<file path="config.mk">
export PLATFORM = sky130hd
export DESIGN_NAME = wifi_event_sim_mc
export DESIGN_NICKNAME = d
export VERILOG_FILES = /design/src/rtl/wifi_sim_pkg.sv /design/src/rtl/wifi_sim_lfsr.sv /design/src/rtl/wifi_event_sim_mc.sv
export SDC_FILE = /design/constraint.sdc
export NUM_CORES = 1
export LEC_CHECK = 0
export ABC_AREA = 1
export ABC_CLOCK_PERIOD_IN_PS = 4400
export BUFFER_PORTS_ARGS = -buffer_cell sky130_fd_sc_hd__buf_2
export CAP_MARGIN = 20
export CORE_MARGIN = 2
export CORE_UTILIZATION = 56
export DETAILED_ROUTE_END_ITERATION = 10
export HOLD_SLACK_MARGIN = 0.05
export PLACE_DENSITY = 0.82
export SLEW_MARGIN = 20
export SYNTH_ARGS = -nofsm -noshare
export SYNTH_HDL_FRONTEND = slang
export SYNTH_SLANG_ARGS = --single-unit
</file>
<file path="constraint.sdc">
create_clock -name clk -period 4.4 [get_ports clk]
set_input_delay 0.44 -clock clk [delete_from_list [all_inputs] [get_ports clk]]
set_output_delay 0.44 -clock clk [all_outputs]
set_load 0.01 [all_outputs]
</file>
<file path="src/rtl/wifi_sim_pkg.sv">
// Shared constants and types for the WiFi event generator.
// Latency: n/a (declarations only).
// Backpressure: n/a.
package wifi_sim_pkg;

  // Bit positions inside each channel's event nibble.
  localparam int EVT_RX  = 0;
  localparam int EVT_TX  = 1;
  localparam int EVT_BCN = 2;
  localparam int EVT_LNK = 3;
  localparam int EVT_W   = 4;

  localparam int RSSI_W = 8;

  // Galois LFSR for x^16+x^14+x^13+x^11, shifting right.
  localparam logic [15:0] LFSR_SEED = 16'hACE1;
  localparam logic [15:0] LFSR_TAPS = 16'hB400;

  // One channel's event nibble, laid out {link_chg, beacon, tx, rx}.
  typedef struct packed {
    logic lnk;
    logic bcn;
    logic tx;
    logic rx;
  } evt_nib_t;

  // Signal-strength jitter step: +1 or -1, saturating at both ends.
  function automatic logic [RSSI_W-1:0] rssi_step(input logic [RSSI_W-1:0] v,
                                                  input logic up);
    logic [RSSI_W-1:0] r;
    r = v;
    if (up) begin
      if (v != '1) r = v + RSSI_W'(1);
    end else begin
      if (v != '0) r = v - RSSI_W'(1);
    end
    return r;
  endfunction

endpackage

</file>
<file path="src/rtl/wifi_sim_lfsr.sv">
// 16-bit Galois LFSR driving background traffic and rssi jitter.
// Latency: new state one cycle after an enabled edge; seed load wins over enable.
// Backpressure: none; en low simply holds the state.
module wifi_sim_lfsr
  import wifi_sim_pkg::*;
(
  input  logic        clk,
  input  logic        seed_ld,
  input  logic        en,
  output logic [15:0] state
);

  // Shift right, folding the outgoing bit back through the tap mask.
  always_ff @(posedge clk) begin
    if (seed_ld) begin
      state <= LFSR_SEED;
    end else if (en) begin
      state <= {1'b0, state[15:1]} ^ (state[0] ? LFSR_TAPS : 16'h0000);
    end
  end

endmodule

</file>
<file path="src/rtl/wifi_event_sim_mc.sv">
// Multi-channel WiFi event generator: forced/random/beacon pulses, rssi, W1C sticky, irq.
// Latency: inputs sampled at an edge appear on pulses/link_up/rssi/sticky after it; irq one cycle later.
// Backpressure: none; sim_en low freezes state and drops forces. Option: WIFI_SIM_RSSI_JITTER_EN.
module wifi_event_sim_mc
  import wifi_sim_pkg::*;
#(
  parameter int          NUM_CH        = 4,
  parameter int          BEACON_PERIOD = 6_250_000,
  parameter logic [7:0]  RSSI_DEFAULT  = 8'h50,
  localparam int         CH_W          = (NUM_CH > 1) ? $clog2(NUM_CH) : 1
)
(
  input  logic                     clk,
  input  logic                     rst,
  input  logic                     sim_en,
  input  logic                     traffic_en,
  input  logic [7:0]               traffic_rate,
  input  logic [NUM_CH-1:0]        force_rx,
  input  logic [NUM_CH-1:0]        force_tx,
  input  logic [NUM_CH-1:0]        force_link,
  input  logic                     rssi_wr,
  input  logic [CH_W-1:0]          rssi_ch,
  input  logic [RSSI_W-1:0]        rssi_val,
  input  logic [EVT_W*NUM_CH-1:0]  evt_clr,
  input  logic [EVT_W*NUM_CH-1:0]  irq_mask,
  output logic [NUM_CH-1:0]        rx_pulse,
  output logic [NUM_CH-1:0]        tx_pulse,
  output logic [NUM_CH-1:0]        beacon_pulse,
  output logic [NUM_CH-1:0]        link_chg,
  output logic [NUM_CH-1:0]        link_up,
  output logic [RSSI_W*NUM_CH-1:0] rssi,
  output logic [EVT_W*NUM_CH-1:0]  evt_sticky,
  output logic                     irq
);

  localparam int CNT_W    = (BEACON_PERIOD > 1) ? $clog2(BEACON_PERIOD) : 1;
  localparam int BCN_STEP = BEACON_PERIOD / NUM_CH;

  logic [CNT_W-1:0]                 bcn_cnt;
  logic [CH_W-1:0]                  rr;
  logic [15:0]                      lfsr;
  logic                             lfsr_unused;
  logic                             hit;
  logic [NUM_CH-1:0]                rx_nxt;
  logic [NUM_CH-1:0]                tx_nxt;
  logic [NUM_CH-1:0]                bcn_nxt;
  logic [NUM_CH-1:0]                lnk_nxt;
  evt_nib_t [NUM_CH-1:0]            evt_set;
  logic [NUM_CH-1:0][RSSI_W-1:0]    rssi_q;

  wifi_sim_lfsr u_lfsr (
    .clk     (clk),
    .seed_ld (rst),
    .en      (sim_en),
    .state   (lfsr)
  );

  // Upper LFSR bits are not consumed by any event decision.
  assign lfsr_unused = ^lfsr[15:9];

  assign rssi = rssi_q;

  // Next-cycle events: a force and a random hit on the same channel merge into one pulse.
  always_comb begin
    rx_nxt  = '0;
    tx_nxt  = '0;
    bcn_nxt = '0;
    lnk_nxt = '0;
    evt_set = '0;
    hit     = traffic_en && (lfsr[7:0] < traffic_rate);
    for (int i = 0; i < NUM_CH; i++) begin
      bcn_nxt[i] = sim_en && (bcn_cnt == CNT_W'(i * BCN_STEP));
      rx_nxt[i]  = sim_en && (force_rx[i] ||
                              (hit && link_up[i] && (rr == CH_W'(i))));
      tx_nxt[i]  = sim_en && (force_tx[i] ||
                              (hit && lfsr[8] && link_up[i] && (rr == CH_W'(i))));
      lnk_nxt[i] = sim_en && force_link[i];
      evt_set[i].rx  = rx_nxt[i];
      evt_set[i].tx  = tx_nxt[i];
      evt_set[i].bcn = bcn_nxt[i];
      evt_set[i].lnk = lnk_nxt[i];
    end
  end

  // Beacon counter and round-robin pointer advance only while enabled.
  always_ff @(posedge clk) begin
    if (rst) begin
      bcn_cnt <= '0;
      rr      <= '0;
    end else if (sim_en) begin
      bcn_cnt <= (bcn_cnt == CNT_W'(BEACON_PERIOD - 1)) ? '0 : bcn_cnt + CNT_W'(1);
      rr      <= (rr == CH_W'(NUM_CH - 1)) ? '0 : rr + CH_W'(1);
    end
  end

  // Registered one-cycle pulses and link state.
  always_ff @(posedge clk) begin
    if (rst) begin
      rx_pulse     <= '0;
      tx_pulse     <= '0;
      beacon_pulse <= '0;
      link_chg     <= '0;
      link_up      <= '0;
    end else begin
      rx_pulse     <= rx_nxt;
      tx_pulse     <= tx_nxt;
      beacon_pulse <= bcn_nxt;
      link_chg     <= lnk_nxt;
      link_up      <= link_up ^ lnk_nxt;
    end
  end

  // Sticky status: clears apply even when disabled, a same-cycle set beats the clear.
  always_ff @(posedge clk) begin
    if (rst) begin
      evt_sticky <= '0;
    end else begin
      evt_sticky <= (evt_sticky & ~evt_clr) | evt_set;
    end
  end

  // Interrupt follows the masked sticky bits one cycle behind.
  always_ff @(posedge clk) begin
    if (rst) begin
      irq <= 1'b0;
    end else begin
      irq <= |(evt_sticky & irq_mask);
    end
  end

  // Signal strength: host writes always land; optional beacon jitter otherwise.
  always_ff @(posedge clk) begin
    if (rst) begin
      for (int i = 0; i < NUM_CH; i++) rssi_q[i] <= RSSI_DEFAULT;
    end else begin
      for (int i = 0; i < NUM_CH; i++) begin
        if (rssi_wr && (rssi_ch == CH_W'(i))) begin
          rssi_q[i] <= rssi_val;
        end
`ifdef WIFI_SIM_RSSI_JITTER_EN
        else if (bcn_nxt[i]) begin
          rssi_q[i] <= rssi_step(rssi_q[i], lfsr[9]);
        end
`endif
      end
    end
  end

endmodule
</file>
# Word-level counts from Yosys, hierarchy flattened
# Cells that the tools add are included.
[totals]
regBits = 110
in_bits = 67
output_inout_bits = 69
[op_classes]
n_addsub = 2
magnitude_cmp = 1
n_eq_ne = 10
n_mux = 3
bitwise_logic = 6
n_reduce_logical = 50
[ops]
columns = ["operator", "count"]
rows = [
  ["$eq 23x23->1 const B", 2],
  ["$logic_and 1x1->1", 38],
  ["$and 16x16->16", 2],
  ["$add 23x1->23 const B", 1],
  ["$eq 23x21->1 const B", 1],
  ["$eq 23x22->1 const B", 1],
  ["$logic_not 23->1", 1],
  ["$mux 23", 1],
  ["$mux 16", 1],
  ["$not 16->16", 1],
  ["$or 16x16->16", 1],
  ["$reduce_or 16->1", 1],
  ["$xor 15x16->16", 1],
  ["$eq 2x2->1 const B", 4],
  ["$logic_or 1x1->1", 8],
  ["$lt 8x8->1", 1],
  ["$eq 2x1->1 const B", 2],
  ["$logic_not 2->1", 2],
  ["$xor 4x4->4", 1],
  ["$add 2x1->2 const B", 1],
  ["$mux 2", 1],
]

# Logic depth before layout (Yosys ltp)
# Gate-level depths: netlist of the first run.
[depth]
depth_word = 8
mapped_depth = 11

# By module
# From an unflattened synthesis of the first run, not the netlist that was laid out.
[hier_totals]
hier_cells = 661
hier_area_um2 = 4843.4
[by_module_without_submodules]
columns = ["mod", "instances", "cells_each", "area_each_um2", "seq_area_each_um2"]
rows = [
  ["wifi_event_sim_mc", 1, 581, 4201.5, 1881.8],
  ["wifi_sim_lfsr", 1, 80, 641.9, 320.3],
]

# Worst setup path before layout of the first run
# OpenSTA, ideal clock, no wires.
[synth_path]
kind = "input port to flip-flop"
start = "in traffic_rate[7]"
end = "reg evt_sticky[0]"
setup_time_ps = 59
arrival_time_ps = 1559
t_required_ps = 4341
path_slack_ps = 2783
path_stages = 11
n_path_buf = 1
cell_sequence = "inv_1 > ha_1 > nand2_1 > nand2_1 > nor2_1 > and3_1 > clkbuf_1 > nand3_1 > nand2_1 > nand2_1 > nand2_1"
[synth_via]
elab_chain_cells = 7
[synth_rtl]
columns = ["element", "line_no", "rtl"]
rows = [
  ["start: declaration", "wifi_event_sim_mc.sv:17", "input logic [7:0] traffic_rate,"],
  ["$lt 8x8->1", "wifi_event_sim_mc.sv:70", "hit = traffic_en && (lfsr[7:0] < traffic_rate);"],
  ["$logic_and 1x1->1", "wifi_event_sim_mc.sv:70", ""],
  ["$logic_and 1x1->1 (2 in a row)", "wifi_event_sim_mc.sv:74", "(hit && link_up[i] && (rr == CH_W'(i))));"],
  ["$logic_or 1x1->1", "wifi_event_sim_mc.sv:73", "rx_nxt[i] = sim_en && (force_rx[i] ||"],
  ["$logic_and 1x1->1", "wifi_event_sim_mc.sv:73", ""],
  ["$or 16x16->16", "wifi_event_sim_mc.sv:118", "evt_sticky <= (evt_sticky & ~evt_clr) | evt_set;"],
  ["end signal: assignment", "wifi_event_sim_mc.sv:118", ""],
  ["end: declaration", "wifi_event_sim_mc.sv:32", "output logic [EVT_W*NUM_CH-1:0] evt_sticky,"],
]
# Every way passes these cells.
# A chain may end at the register's enable or synchronous reset.

==> results.toml, run 1 <==
[sta]
period_share_pct = 42.68
tightest_slew_ns = 0.5709
setup_violations = 0
rsz0062_at_grt = "false"
fin_crit_ns = 1.878
hold_violations = 0
skew_ns = 0.01113
finalSetupTns_ns = 0
hold_slack_ns = 0.2444
layout_setup_ws_ns = 2.522
finalMaxSlewViolations = 0
slew_headroom_pct = 61.80
fmax_mhz = 532.5

[finish]
fin_nets = 854
insertedDiodeCount = 0
fillers = 693
regArea_sq_um = 2202
drive_gt1_share_pct = 22.85
post-route-util_pct = 69.86
area_growth_pct = 20.42
fin_cells = 884
final_area_sq_um = 5741
multi_input_area_sq_um = 2225

[pwr]
power.share.clock_pct = 34.8
p_sw_share_pct = 25.80
power_frac_seq_pct = 54.4
p_int_mw = 1.460
leakage_nw = 2.915
vdd_ir_drop_max_mv = 0.2315
switchingPower_mw = 0.5077
pwr-share-comb_pct = 10.7
p_per_area_nw_per_um2 = 342.8
total_power_mw = 1.968

[synthesis]
ys_seq_area_share_pct = 46.19
async_flop_share_pct = 0
syn_avg_cell_area_sq_um = 7.425
synth_cell_types = 37
yosys.area.top_type = "dfxtp_1"
yosysTopAreaCellShare_pct = 46.19
synth_edf_count = 0
synth-seq-cells = 110
synthFlopType = "dfxtp_1"
synthTopCellsByArea = "dfxtp_1 46%, nand2_1 10%, nor2_1 10%"
synthesis.area_sq_um = 4767
yosys_warnings = 0
synth_nets = 722
syn_inst = 642

[worst_setup_path]
cp_cell_sequence = "buf_2 > inv_1 > buf_4 > nand2_2 > inv_2 > nand2_1 > nor2_2"
worst-path-buf-inv = 4
end_kind = "flop"
crit_fanout = 46
crit_arrival_ns = 2.14
slowest_stage = "buf_2"
crit_family = "buffers and inverters"
cpPeakStageDelay_ns = 0.46
worst_setup_path_start_kind = "primary input"
regToRegStartpoint = "bcn_cnt[0]$_SDFFE_PP0P_"
crit_type = "in2reg"
startpoint = "rst"
worstPathRequired_ns = 4.66

[detailed_routing]
wirelength_microns = 11610
vias_per_cell = 5.217
drt-initial-drc-count = 205
drc = 0
antenna_left = 0
wl_per_cell_microns = 13.13
drt_pass1_iterations = 5
vias = 4612

[job]
maxCapViolations = 0

[placed_design]
dp.cells = 868
gp_congestion = 0.9725
placed_cell_area_sq_um = 5515
pre_cts_ws_ns = 2.176
portBuffers = 135
post-dp-hpwl_microns = 8752

[clocking]
clock_latency_ns = 0.36
h-tree-depth = 3
cts_resized = 0
post_cts_buffers = 0
cts_made_buffers = 9
cts_tree = "yes"
cts.sinks = 110
clock_path_buffers = 2
cts_root_buf = "clkbuf_8"
ctsHoldBuffers = 0
path_clk_slew_ns = 0.11

[global_route]
grt_pass1_vias = 4146
grt_max_degree = 47
grt_pass1_wl_microns = 18210
grt_overflow_total = 0
antenna_found_initial = 0
grtUsageTotal_pct = 24.88

[floorplan]
floorplan.core_area_sq_um = 8217
io_pins = 136
die_area_sq_um = 9267
die_w_microns = 96.27
start_util_pct = 58.02
dieHeight_microns = 96.27
num_rows = 33

[worst_hold_path]
hp-class = "in2reg"
hp-start = "evt_clr[10]"

[status]
status = "finished, final reports clean"
state kept, by name (all words and copies together) (netlist names):
signal        count
rssi             32
bcn_cnt          23
evt_sticky       16
u_lfsr.state     16
beacon_pulse      4
link_chg          4
link_up           4
rx_pulse          4
tx_pulse          4
rr                2
irq               1
final timing paths:
check / endpoint / slack, ns / depth (start not counted)
worst min-delay path: evt_sticky[10]$_SDFF_PP0_ / 0.24 / 2
worst max register to register: bcn_cnt[22]$_SDFFE_PP0P_ / 2.69 / 8
worst min register to register: rssi[20]$_SDFFE_PP1P_ / 0.46 / 2
worst max-delay path: bcn_cnt[19]$_SDFFE_PP0P_ / 2.52 / 7
final cells by class:
class	instances	area share (%)
clock inverters	6	1.700
inverters	73	4.773
well taps	105	2.289
clock buffers	10	2.223
flip-flops and latches	110	38.36
multi-input cells	444	38.75
repair buffers	136	11.90
layer usage:
layer | wire length, microns | vias to the layer above | track usage (%)
met4 | 221 | 0 | 10.36
met5 | 0 | - | 0
met2 | 5569 | 188 | 42.77
met3 | 975 | 22 | 4.542
met1 | 4843 | 2075 | 30.51
li1 | - | 2327 | -
worst reg2reg max path, delay by kind of cell (launching register included):
family	cells	cell delay (ns)
adders and majority gates	1	0.22
DFF	1	0.39
and+or+nand+nor	7	1.02
power by group through the flow:
stage | Clock, mW | Sequential, mW | Combinational (mW)
final | 0.685 | 1.07 | 0.211
after global routing | 0.732 | 1.08 | 0.240
after CTS | 0.695 | 1.07 | 0.212
after detailed placement | 0 | 1.09 | 0.211
after global placement | 0 | 1.09 | 0.204
after floorplan | 0 | 1.10 | 0.106
synth_stat cells, types with 4 or more instances:
library cell  instances
a21oi_1              16
nand3b_1             10
nor2_1              127
dfxtp_1             110
nand2_2               4
nand3_1              33
nand2_1             127
o21ai_0              36
ha_1                 13
nor2_4                4
buf_1                 4
xor2_1                6
clkbuf_1              7
inv_1                71
nand4_1              21
nor3_1               16
cell families (layout without fill, tap and decap cells):
group | count (synthesis) | after routing | share of synthesized area (%)
AND/OR/NAND/NOR | 359 | 359 | 34.28
adder cells (fa/ha/maj) | 13 | 13 | 3.412
buffers and inverters | 88 | 225 | 7.139
XOR/XNOR | 7 | 7 | 1.286
AO/OA/AOI/OAI | 65 | 65 | 7.691
flip-flops | 110 | 110 | 46.19
layout by cell type (no fill, tap or decap), types with 3 or more instances in the layout:
cell type,count
ha_1,13
nand3b_1,10
nor2_2,3
o21ai_0,36
dfxtp_1,110
nor3_1,16
nand2_1,127
nand3_1,33
clkbuf_8,9
nor2_1,127
nor3_2,3
inv_1,71
a31o_2,3
xor2_1,6
nand4_1,21
nor2_4,4
buf_2,135
o211ai_1,3
inv_6,3
nand2_2,4
a21oi_1,16
(Power assumes the default switching activity.)
==> inputs of run 2 (changes only) <==
ABC_CLOCK_PERIOD_IN_PS = 1700   (was 4400)
CORE_UTILIZATION = 47   (was 56)
PLACE_DENSITY = 0.73   (was 0.82)
clock period = 1.7 ns   (was 4.4 ns; I/O delays follow)
==> run 2 against run 1 <==
Wire length is 6.4% higher. Clock power increased by 110%. Clock skew grew 0.0029 ns. Highest routed layer unchanged. Critical path depth is 2 higher. Sequential share of layout area fell by 1.5 points. Largest cell class unchanged. Register-to-register slack worse by 2.5 ns. Final cell count rose by 5.9%. Critical path type is now reg2reg. Combinational power rose to 2.8 times the previous value. Cell area up 4.1%. Worst hold slack worse by 0.17 ns. Total power up 150%. Die area rose by 18%.
==> results.toml, run 2 (same netlist as run 1, synthesis figures left out) <==
[finish]
layout_common_cells = "135 x buf_2, 127 x nand2_1, 127 x nor2_1"
largest_reg_flops = 32
final_common_cell = "buf_2"
fin_nets = 879
final_area_sq_um = 5978
area_growth_pct = 25.41
fillers = 911
insertedDiodeCount = 0
drive_gt1_share_pct = 23.54
fin_cells = 936

[floorplan]
dieHeight_microns = 104.7
io_pins = 136
floorplan.core_area_sq_um = 9819
die_area_sq_um = 10960
die_w_microns = 104.7
start_util_pct = 48.55
num_rows = 36

[clocking]
path_clk_slew_ns = 0.11
cts.sinks = 110
cts_tree = "yes"
h-tree-depth = 3
clock_latency_ns = 0.38
cts_root_buf = "clkbuf_8"
clock_path_buffers = 2
cts_made_buffers = 9

[pwr]
p_per_area_nw_per_um2 = 808.6
leakage_nw = 3.029
vdd_ir_drop_max_mv = 0.4225

[worst_setup_path]
end_kind = "flop"
regToRegStartpoint = "bcn_cnt[17]$_SDFFE_PP0P_"
crit_type = "reg2reg"
r2r_end = "bcn_cnt[19]$_SDFFE_PP0P_"
reg2reg_slack_ns = 0.16
cp-endpoint = "bcn_cnt[19]$_SDFFE_PP0P_"
reg2reg_depth = 9
startpoint = "bcn_cnt[17]$_SDFFE_PP0P_"
crit_arrival_ns = 1.81
worst_setup_path_start_kind = "flop"
worstPathRequired_ns = 1.97
crit_fanout = 10

[detailed_routing]
vias = 4698
drt-initial-drc-count = 315
drt_pass1_iterations = 5
antenna_left = 0
wirelength_microns = 12350
vias_per_cell = 5.019
drc = 0
wl_per_cell_microns = 13.20

[sta]
fin_crit_ns = 1.538
hold_slack_ns = 0.07655
period_share_pct = 90.47
finalMaxSlewViolations = 0
skew_ns = 0.01399
hold_violations = 0
slew_headroom_pct = 66.26
finalSetupTns_ns = 0
rsz0062_at_grt = "false"
tightest_slew_ns = 0.5055
fmax_mhz = 650.2
setup_violations = 0

[global_route]
grtUsageTotal_pct = 22.97
grt_overflow_total = 0
grt_pass1_wl_microns = 20490
antenna_found_initial = 0
grt_max_degree = 37
grt_pass1_vias = 4451

[job]
maxCapViolations = 0

[placed_design]
dp.cells = 906
portBuffers = 135
gp_congestion = 0.9022
post-dp-hpwl_microns = 9296
placed_cell_area_sq_um = 5638

[worst_hold_path]
hp-class = "in2reg"

[status]
status = "finished, final reports clean"
==> run 2: changes by cell type in the layout (fill, tap and decap cells not counted), moves of 2 or more <==
cell | previous run | this run
dlygate4sd3_1 | 0 | 14
buf_4 | 1 | 11
bufinv_16 | 2 | 0
clkbuf_8 | 9 | 11
inv_6 | 3 | 1
==> run 2: report_power, final <==
group | internal (mW) | leakage (nW) | switching, mW | total (mW)
Clock | 0.611 | 0.0918 | 0.859 | 1.47
Combinational | 0.259 | 2.04 | 0.332 | 0.591
Sequential | 2.70 | 0.902 | 0.0781 | 2.77
==> run 2: layout make-up <==
cell class                 instances  area, sq um  area share (%)
multi-input combinational        444         2236           37.40
clock buffer                      11        151.4           2.532
tap                              133        166.4           2.784
timing repair buffer             161        918.4           15.36
clock inverter                     4        30.03          0.5023
inverter                          73        274.0           4.584
sequential                       110         2202           36.84
==> run 2: how the worst min path moves through the flow <==
stage | cells past startpoint | endpoint | slack [ns] | startpoint
CTS | 3 | evt_sticky[1]$_SDFF_PP0_ | 0.05 | evt_clr[1]
floorplan | 1 | evt_sticky[10]$_SDFF_PP0_ | 0.27 | evt_clr[10]
global route | 3 | rssi[29]$_SDFFE_PP0P_ | 0.07 | rssi_val[5]
finish | 3 | rssi[11]$_SDFFE_PP0P_ | 0.08 | rssi_val[3]
global placement | 2 | evt_sticky[10]$_SDFF_PP0_ | 0.36 | evt_clr[10]
detailed placement | 2 | evt_sticky[10]$_SDFF_PP0_ | 0.37 | evt_clr[10]
==> run 2: worst max-delay path, stage by stage, from the launching register on <==
cell	delay, ns
dfxtp_1	0.42
nand2_1	0.10
nor2_1	0.15
inv_1	0.06
nor2_1	0.15
nand3_1	0.17
nand2_4	0.16
inv_2	0.11
nand2_1	0.09
nor2_2	0.03
==> run 2: metal layers <==
metal	routed length, microns	vias up	part of all wire, %	track usage [%]
li1	-	2376	-	-
met2	5849	172	47	40.15
met5	0	-	0	0
met4	172	0	1.4	6.952
met3	868	17	7.0	6.425
met1	5462	2133	44	27.40
==> run 2: what timing repair did <==
action | 4_1_cts | 5_1_grt
setup endpoints to repair | 0 | 5
setup buffers | 0 | 1
hold endpoints to repair | 24 | 0
hold buffers | 14 | 0
resized for setup | 0 | 2
==> run 2: stage by stage <==
| stage | power, mW | setup slack (ns) | util, % |
|---|---|---|---|
| after floorplan | 3.131 | 0.2557 | - |
| after global placement | 3.374 | 0.1903 | 57.42 |
| after detailed placement | 3.395 | 0.1469 | 57.42 |
| after CTS | 4.877 | 0.1373 | 60.69 |
| after global routing | 5.074 | 0.005068 | 60.88 |
| final | 4.834 | 0.1619 | 60.88 |
